$ cat src/rtl/uart_program_loader.sv
// Boot loader: pulls a length-prefixed little-endian image from the Uart receive buffer into instruction memory.
// Releases the rest of the system through load_completed. A header word larger than MAX_WORDS latches load_error instead.
module uart_program_loader #(
   parameter int          BUF_LEN_WIDTH = 16,
   parameter int          MAX_WORDS     = 16384,
   parameter logic [31:0] BASE_ADDR     = 32'h0
) (
   input  logic                     clk,
   input  logic                     reset,
   input  logic [BUF_LEN_WIDTH-1:0] rx_buf_len,
   output logic                     rx_req,
   input  logic                     rx_ack,
   input  logic [7:0]               rx_data,
   output logic [31:0]              mem_addr,
   output logic [31:0]              mem_data,
   output logic                     mem_valid,
   input  logic                     mem_ready,
   output logic                     load_completed,
   output logic                     load_error,
   output logic [31:0]              words_loaded
);

   localparam logic [31:0] MAX_W = 32'(MAX_WORDS);

   typedef enum logic [2:0] {S_HDR, S_DATA, S_WRITE, S_DONE, S_ERROR} state_t;

   state_t      state, state_nxt;
   logic [1:0]  byte_idx;
   logic [23:0] low_bytes;
   logic [31:0] n_words;
   logic [31:0] full_word;
   logic        byte_take;
   logic        word_done;
   logic        fetch_state;

   assign byte_take   = rx_req & rx_ack;
   assign word_done   = byte_take && (byte_idx == 2'd3);
   assign full_word   = {rx_data, low_bytes};
   assign fetch_state = (state == S_HDR) || (state == S_DATA);

   always_ff @(posedge clk or negedge reset) begin
      if (!reset) state <= S_HDR;
      else        state <= state_nxt;
   end

   always_comb begin
      state_nxt = state;
      case (state)
         S_HDR: begin
            if (word_done) begin
               if (full_word == 32'd0)     state_nxt = S_DONE;
               else if (full_word > MAX_W) state_nxt = S_ERROR;
               else                        state_nxt = S_DATA;
            end
         end
         S_DATA:  if (word_done) state_nxt = S_WRITE;
         S_WRITE: begin
            if (mem_ready)
               state_nxt = (words_loaded + 32'd1 == n_words) ? S_DONE : S_DATA;
         end
         default: state_nxt = state;
      endcase
   end

   always_comb begin
      mem_valid      = (state == S_WRITE);
      load_completed = (state == S_DONE);
      load_error     = (state == S_ERROR);
   end

   // rx_req is only raised from a low state, so the cycle after a capture is always idle.
   always_ff @(posedge clk or negedge reset) begin
      if (!reset) begin
         rx_req       <= 1'b0;
         byte_idx     <= 2'd0;
         low_bytes    <= 24'd0;
         n_words      <= 32'd0;
         mem_data     <= 32'd0;
         mem_addr     <= BASE_ADDR;
         words_loaded <= 32'd0;
      end else begin
         if (rx_req) begin
            if (rx_ack) rx_req <= 1'b0;
         end else if (fetch_state && (rx_buf_len != '0)) begin
            rx_req <= 1'b1;
         end

         if (byte_take) begin
            byte_idx <= byte_idx + 2'd1;
            case (byte_idx)
               2'd0:    low_bytes[7:0]   <= rx_data;
               2'd1:    low_bytes[15:8]  <= rx_data;
               2'd2:    low_bytes[23:16] <= rx_data;
               default: low_bytes        <= low_bytes;
            endcase
         end

         if (word_done && (state == S_HDR))  n_words  <= full_word;
         if (word_done && (state == S_DATA)) mem_data <= full_word;

         if ((state == S_WRITE) && mem_ready) begin
            words_loaded <= words_loaded + 32'd1;
            mem_addr     <= mem_addr + 32'd4;
         end
      end
   end

endmodule

$ cat config.mk
export PLATFORM = sky130hd
export DESIGN_NAME = uart_program_loader
export DESIGN_NICKNAME = d
export VERILOG_FILES = /design/src/rtl/uart_program_loader.sv
export SDC_FILE = /design/constraint.sdc
export NUM_CORES = 1
export LEC_CHECK = 0
export ABC_AREA = 1
export BUFFER_PORTS_ARGS = -buffer_cell sky130_fd_sc_hd__buf_4
export CAP_MARGIN = 5
export CORE_MARGIN = 1
export CORE_UTILIZATION = 53
export CTS_CLUSTER_DIAMETER = 40
export DETAILED_ROUTE_END_ITERATION = 8
export HOLD_SLACK_MARGIN = 0.03
export PLACE_DENSITY = 0.81
export RECOVER_POWER = 50
export SLEW_MARGIN = 20
export SYNTH_ARGS = -nofsm -noshare
export SYNTH_HDL_FRONTEND = slang
export SYNTH_SLANG_ARGS = --single-unit
$ cat constraint.sdc
create_clock -name clk -period 3.6 [get_ports clk]
set_input_delay 0.18 -clock clk [delete_from_list [all_inputs] [get_ports clk]]
set_output_delay 0.18 -clock clk [all_outputs]
set_load 0.05 [all_outputs]
== After elaboration in Yosys (flattened, before gate mapping) ==
Index checks and enable logic that the tools add are counted.
Widths: inputs -> output; s select.
Word-level totals
  latch bits: 0
  memory bits (writable): 0
  memory bits (read-only): 0
  input port bits: 28
  memories: 0
  output and inout bits: 100
  word-level logic and storage cells: 51
  register bits after elaboration: 158
Cells by class
  reductions and logical operators: 15
  shift operators: 0
  bitwise logic cells: 1
  $add $sub $neg: 3
  equal/unequal tests: 11
  divide/modulo/power cells: 0
  multiply operators: 0
  muxes and demuxes: 10
  $lt $le $gt $ge: 1
Operators with widths (number)
  $add 32x1->32 const B: 1
  $add 32x3->32 const B: 1
  $eq 32x32->1: 1
  $gt 32x15->1 const B: 1
  $logic_not 32->1: 1
  $reduce_bool 16->1: 1
  $mux 3: 5
  $pmux 3 s3: 1
  $eq 3x2->1 const B: 2
  $reduce_and 2->1: 3
  $logic_and 1x1->1: 5
  $eq 2x2->1 const B: 2
  $ne 2x2->1 const B: 2
  $reduce_and 4->1: 1
  $eq 3x1->1 const B: 1
  $eq 3x3->1 const B: 1
  $logic_not 3->1: 1
  $mux 1: 3
  $reduce_bool 3->1: 1
  $add 2x1->2 const B: 1
  $eq 2x1->1 const B: 1
  $logic_not 2->1: 1
  $mux 2: 1
  $ne 2x1->1 const B: 1
  2 further kinds: 2

== Longest topological paths before layout ==
  depth after elaboration: 5
  mapped depth: 15
  gate-level depth less buffers: 15

== Worst setup path after synthesis ==
No wires, ideal clock.
  path kind: register to register
  start: reg words_loaded[0]
  end: reg state[1]
  required time: 3523 ps
  cell stages (with the launch flop): 16
  setup time: 77 ps
  data arrival time: 2199 ps
  buffers on the path: 0
  clock period less this slack: 2277 ps
  path slack: 1323 ps
  path through: dfrtp_1 > ha_1 > nand2_1 > nor2_4 > nand2_1 > nor2_4 > nand2_1 > nand2_1 > nand2_1 > nand2_1 > nand2_1 > nor2_1 > nand2_1 > nor2_1 > nand3_1 > a21oi_1
On the way
  longest elaborated chain between the ends: 5
Ends and longest elaborated chain
  start: declaration: RTL line 20  | output logic [31:0] words_loaded
  start signal: assignment: RTL line 102  | words_loaded <= words_loaded + 32'd1;
  $add 32x1->32: RTL line 59  | state_nxt = (words_loaded + 32'd1 == n_words) ? S_DONE : S_DATA;
  $eq 32x32->1: RTL line 59
  $mux 2: RTL line 59
  $mux 3: RTL line 58  | if (mem_ready)
  $pmux 3 s3: RTL line 48  | case (state)
  end signal: assignment: RTL line 43  | else state <= state_nxt;
  end: declaration: RTL line 27  | state_t state, state_nxt;
No other way between the ends. The select of a mux whose other input is x is not followed.
A chain may end at the register's enable or synchronous reset.

==> results.ini <==
[run_status]
run_status=complete, but fails checks
violations=design-rule violations, max-capacitance violations, max-slew violations

[setup_path]
path_max_fanout=102
r2r_end=mem_addr[28]$_DFFE_PN0P_
r2r-start=state[0]$_DFFE_PN0P_
worstPathArrival_ns=3.07
crit_type=input pin to async pin
cpPeakStageDelay_ns=1.70
critPathCaptureType=async pin
worstPathCellList=dlygate4sd3_1 -> clkbuf_2 -> buf_4
worst-path-buf-inv=3
cp_slowest_cell=clkbuf_2
reg2reg_slack_ns=1.17
worstPathRequired_ns=4.17
ff2ff_path_depth=11
critPathTopFamily=buffers and inverters
startpoint_type=input pin

[clock_network]
tritoncts=built
clkLatencyLatePin_ns=0.43
cts_sinks=156
root_buffer=clkbuf_16
numCtsBuffers=17
h-tree-depth=4
cts_setup_buffers=0
cts_buffer_depth=2
path_clk_slew_ns=0.06

[placed_design]
place.port_buffers=125
gp_congestion=0.898
hpwl_um=14100

[floorplan]
core_area_mm2=0.0146
num_rows=44
dieArea_mm2=0.0156
die_width_um=125
die_y_um=125
initial_core_util=0.546
ios=128

[global_routing]
grt_pass1_wl_um=32100
grt_pass1_vias=6467
grt_use_total=0.262
overflow=0
antenna_found_initial=0
grt_start_max_net_pins=103

[power]
peakVddDrop_mv=0.363
power.density_mw_per_mm2=455
power_uw=4230
p_leak_uw=0.00454

[timing]
hold_violations=0
fin_crit_ns=2.50
final.period_utilization=0.693
finalClockSkew_ns=0.00729
max_freq_ghz=0.401
finalSetupViolations=0
slew_viol_final=103
tns_ns=0
slew_headroom=-0.626
whs_ns=0.0416
rsz0062_at_grt=false
worst_slew_pin_slew_ns=2.44

[worst_hold_path]
min_path_cells=3
hp-start=rx_ack
holdCritPathClass=input pin to register
holdPathEnd=byte_idx[0]$_DFFE_PN0P_

[yosys]
synthSimpleGateAreaFrac=0.300
syn-instance-count=1014
ys_types=39
synthArstFlopShare=1.00
ys_seq_elements=156
syn_area_per_cell_um2=7.88
yosys.area_share.adder=0.00940
synth_compound_area_frac=0.0852
synth_edf_count=0
yosys_warnings=0
synth_xor_area_frac=0.0495
synth_mux_area_frac=0
syn_area_mm2=0.00799
synth_top_family_by_area=simple AND/OR/NAND/NOR gates
seq_area_frac_synth=0.489
synth-main-ff-cell=dfrtp_1

[detailed_routing]
firstDrtPassIters=8
drc=14
vias=7055
vias_per_cell=5.26
wire_per_inst_um=14.4
wl_um=19300
drt_iter0_drc=546
ant_nets=0

[final_layout]
syn_to_final_growth_pct=16.5
ff_latch_area_mm2=0.00390
multiInputGateArea_mm2=0.00356
nets=1177
fill_cells=1305
n_antenna_cell=0
layout-drive-gt1-share=0.0822

[flow_run]
drv_cap=1

==> worst max path at each step <==
stage,from,to,slack [ns],cells after the start
global placement,rx_req$_DFF_PN0_,n_words[31]$_DFFE_PN0P_,1.27,8
finish,reset,mem_data[30]$_DFFE_PN0P_,1.10,3
global route,reset,mem_data[0]$_DFFE_PN0P_,0.57,3
floorplan,words_loaded[0]$_DFFE_PN0P_,state[1]$_DFFE_PN0P_,1.32,15
detailed placement,rx_req$_DFF_PN0_,n_words[8]$_DFFE_PN0P_,1.14,8
CTS,rx_req$_DFF_PN0_,n_words[8]$_DFFE_PN0P_,1.14,8
==> stage by stage <==
| step | setup slack [ns] | area (um2) | utilization | instances |
|---|---|---|---|---|
| floorplan | 1.32 | 7990 | - | 1015 |
| global placement | 1.27 | 9110 | 0.622 | 1306 |
| detailed placement | 1.14 | 9110 | 0.622 | 1306 |
| CTS | 1.14 | 9660 | 0.660 | 1339 |
| global route | 0.572 | 9310 | 0.636 | 1340 |
| finish | 1.10 | 9310 | 0.636 | 1340 |
==> synthesized netlist by cell type, types with 2 or more instances <==
| library cell | count | area [um2] |
|---|---|---|
| nor4_1 | 11 | 68.8 |
| nor2_1 | 71 | 267 |
| inv_2 | 3 | 11.3 |
| buf_4 | 2 | 15.0 |
| clkbuf_1 | 20 | 75.1 |
| nand3_1 | 67 | 335 |
| a21oi_1 | 5 | 25.0 |
| nand3_2 | 2 | 20.0 |
| nand3b_1 | 12 | 90.1 |
| nand2_4 | 3 | 33.8 |
| nor3_4 | 2 | 32.5 |
| o21ai_0 | 121 | 606 |
| nand2_2 | 2 | 12.5 |
| nand2_1 | 330 | 1240 |
| xnor2_1 | 12 | 105 |
| and2_1 | 3 | 18.8 |
| a31oi_1 | 2 | 12.5 |
| buf_1 | 2 | 7.51 |
| nand4_1 | 9 | 56.3 |
| xor2_1 | 25 | 219 |
| dfrtp_1 | 156 | 3900 |
| nor2_4 | 7 | 78.8 |
| xor3_1 | 3 | 71.3 |
| ha_1 | 6 | 75.1 |
| inv_1 | 112 | 420 |
| nor3_1 | 9 | 45.0 |
| nor2_2 | 5 | 31.3 |
==> routing by layer <==
metal | wire length (um) | part of all wire | GRT usage | up-vias
met1 | 8900 | 0.46 | 0.380 | 3277
met3 | 1250 | 0.065 | 0.0520 | 30
li1 | - | - | - | 3504
met4 | 332 | 0.017 | 0.0930 | 0
met2 | 8800 | 0.46 | 0.392 | 244
met5 | 0 | 0 | 0 | -
==> where the power goes <==
group          switching, uW  internal, uW  leakage [uW]  total [uW]
combinational            383           165       0.00225         548
clock                    755           893      0.000256        1650
sequential               132          1910       0.00203        2040
==> cells in the final DEF (no fill, tap or decap), types with 3 or more instances in the layout <==
master	count
inv_6	6
a21oi_1	5
buf_4	35
nor2_1	71
nand3_1	67
nand3b_1	12
xor2_1	25
nor2_4	7
clkinv_2	3
xor3_1	3
o21ai_0	121
and2_1	3
clkbuf_1	96
clkinvlp_4	4
nor2_2	5
clkbuf_16	17
inv_1	113
ha_1	6
nand2_1	330
nand4_1	9
nor4_1	11
nand2_4	3
xnor2_1	12
nor3_1	9
dfrtp_1	156
==> tightest hold or removal path: stages <==
cell,delay [ns]
buf_4,0.11
nand2_1,0.08
xor2_1,0.07
==> final cells by class <==
type | count | share of cell area
inverters | 116 | 0.0468
flip-flops and latches | 156 | 0.419
repair buffers | 133 | 0.0693
clock buffers | 18 | 0.0461
clock inverters | 14 | 0.0117
multi-input cells | 719 | 0.382
well taps | 184 | 0.0247
==> registers in the layout, summed over array words and instances (netlist names) <==
name	flops
byte_idx	2
low_bytes	24
mem_addr	30
mem_data	32
n_words	32
rx_req	1
state	3
words_loaded	32
==> logic make-up (layout without fill, tap and decap cells) <==
group                      Yosys count  after routing
adders and majority gates            6              6
and+or+nand+nor                    538            538
buffers and inverters              140            281
other                                1              2
AOI/OAI and AO/OA                  133            133
DFF                                156            156
xor gates and xnor gates            40             40
==> timing repair <==
item                                   4_1_cts  5_1_grt
gates resized for setup                      0        0
endpoints found under the hold margin      100        0
hold buffers                                 1        0
Note: power is estimated with default switching activity, not from simulation.
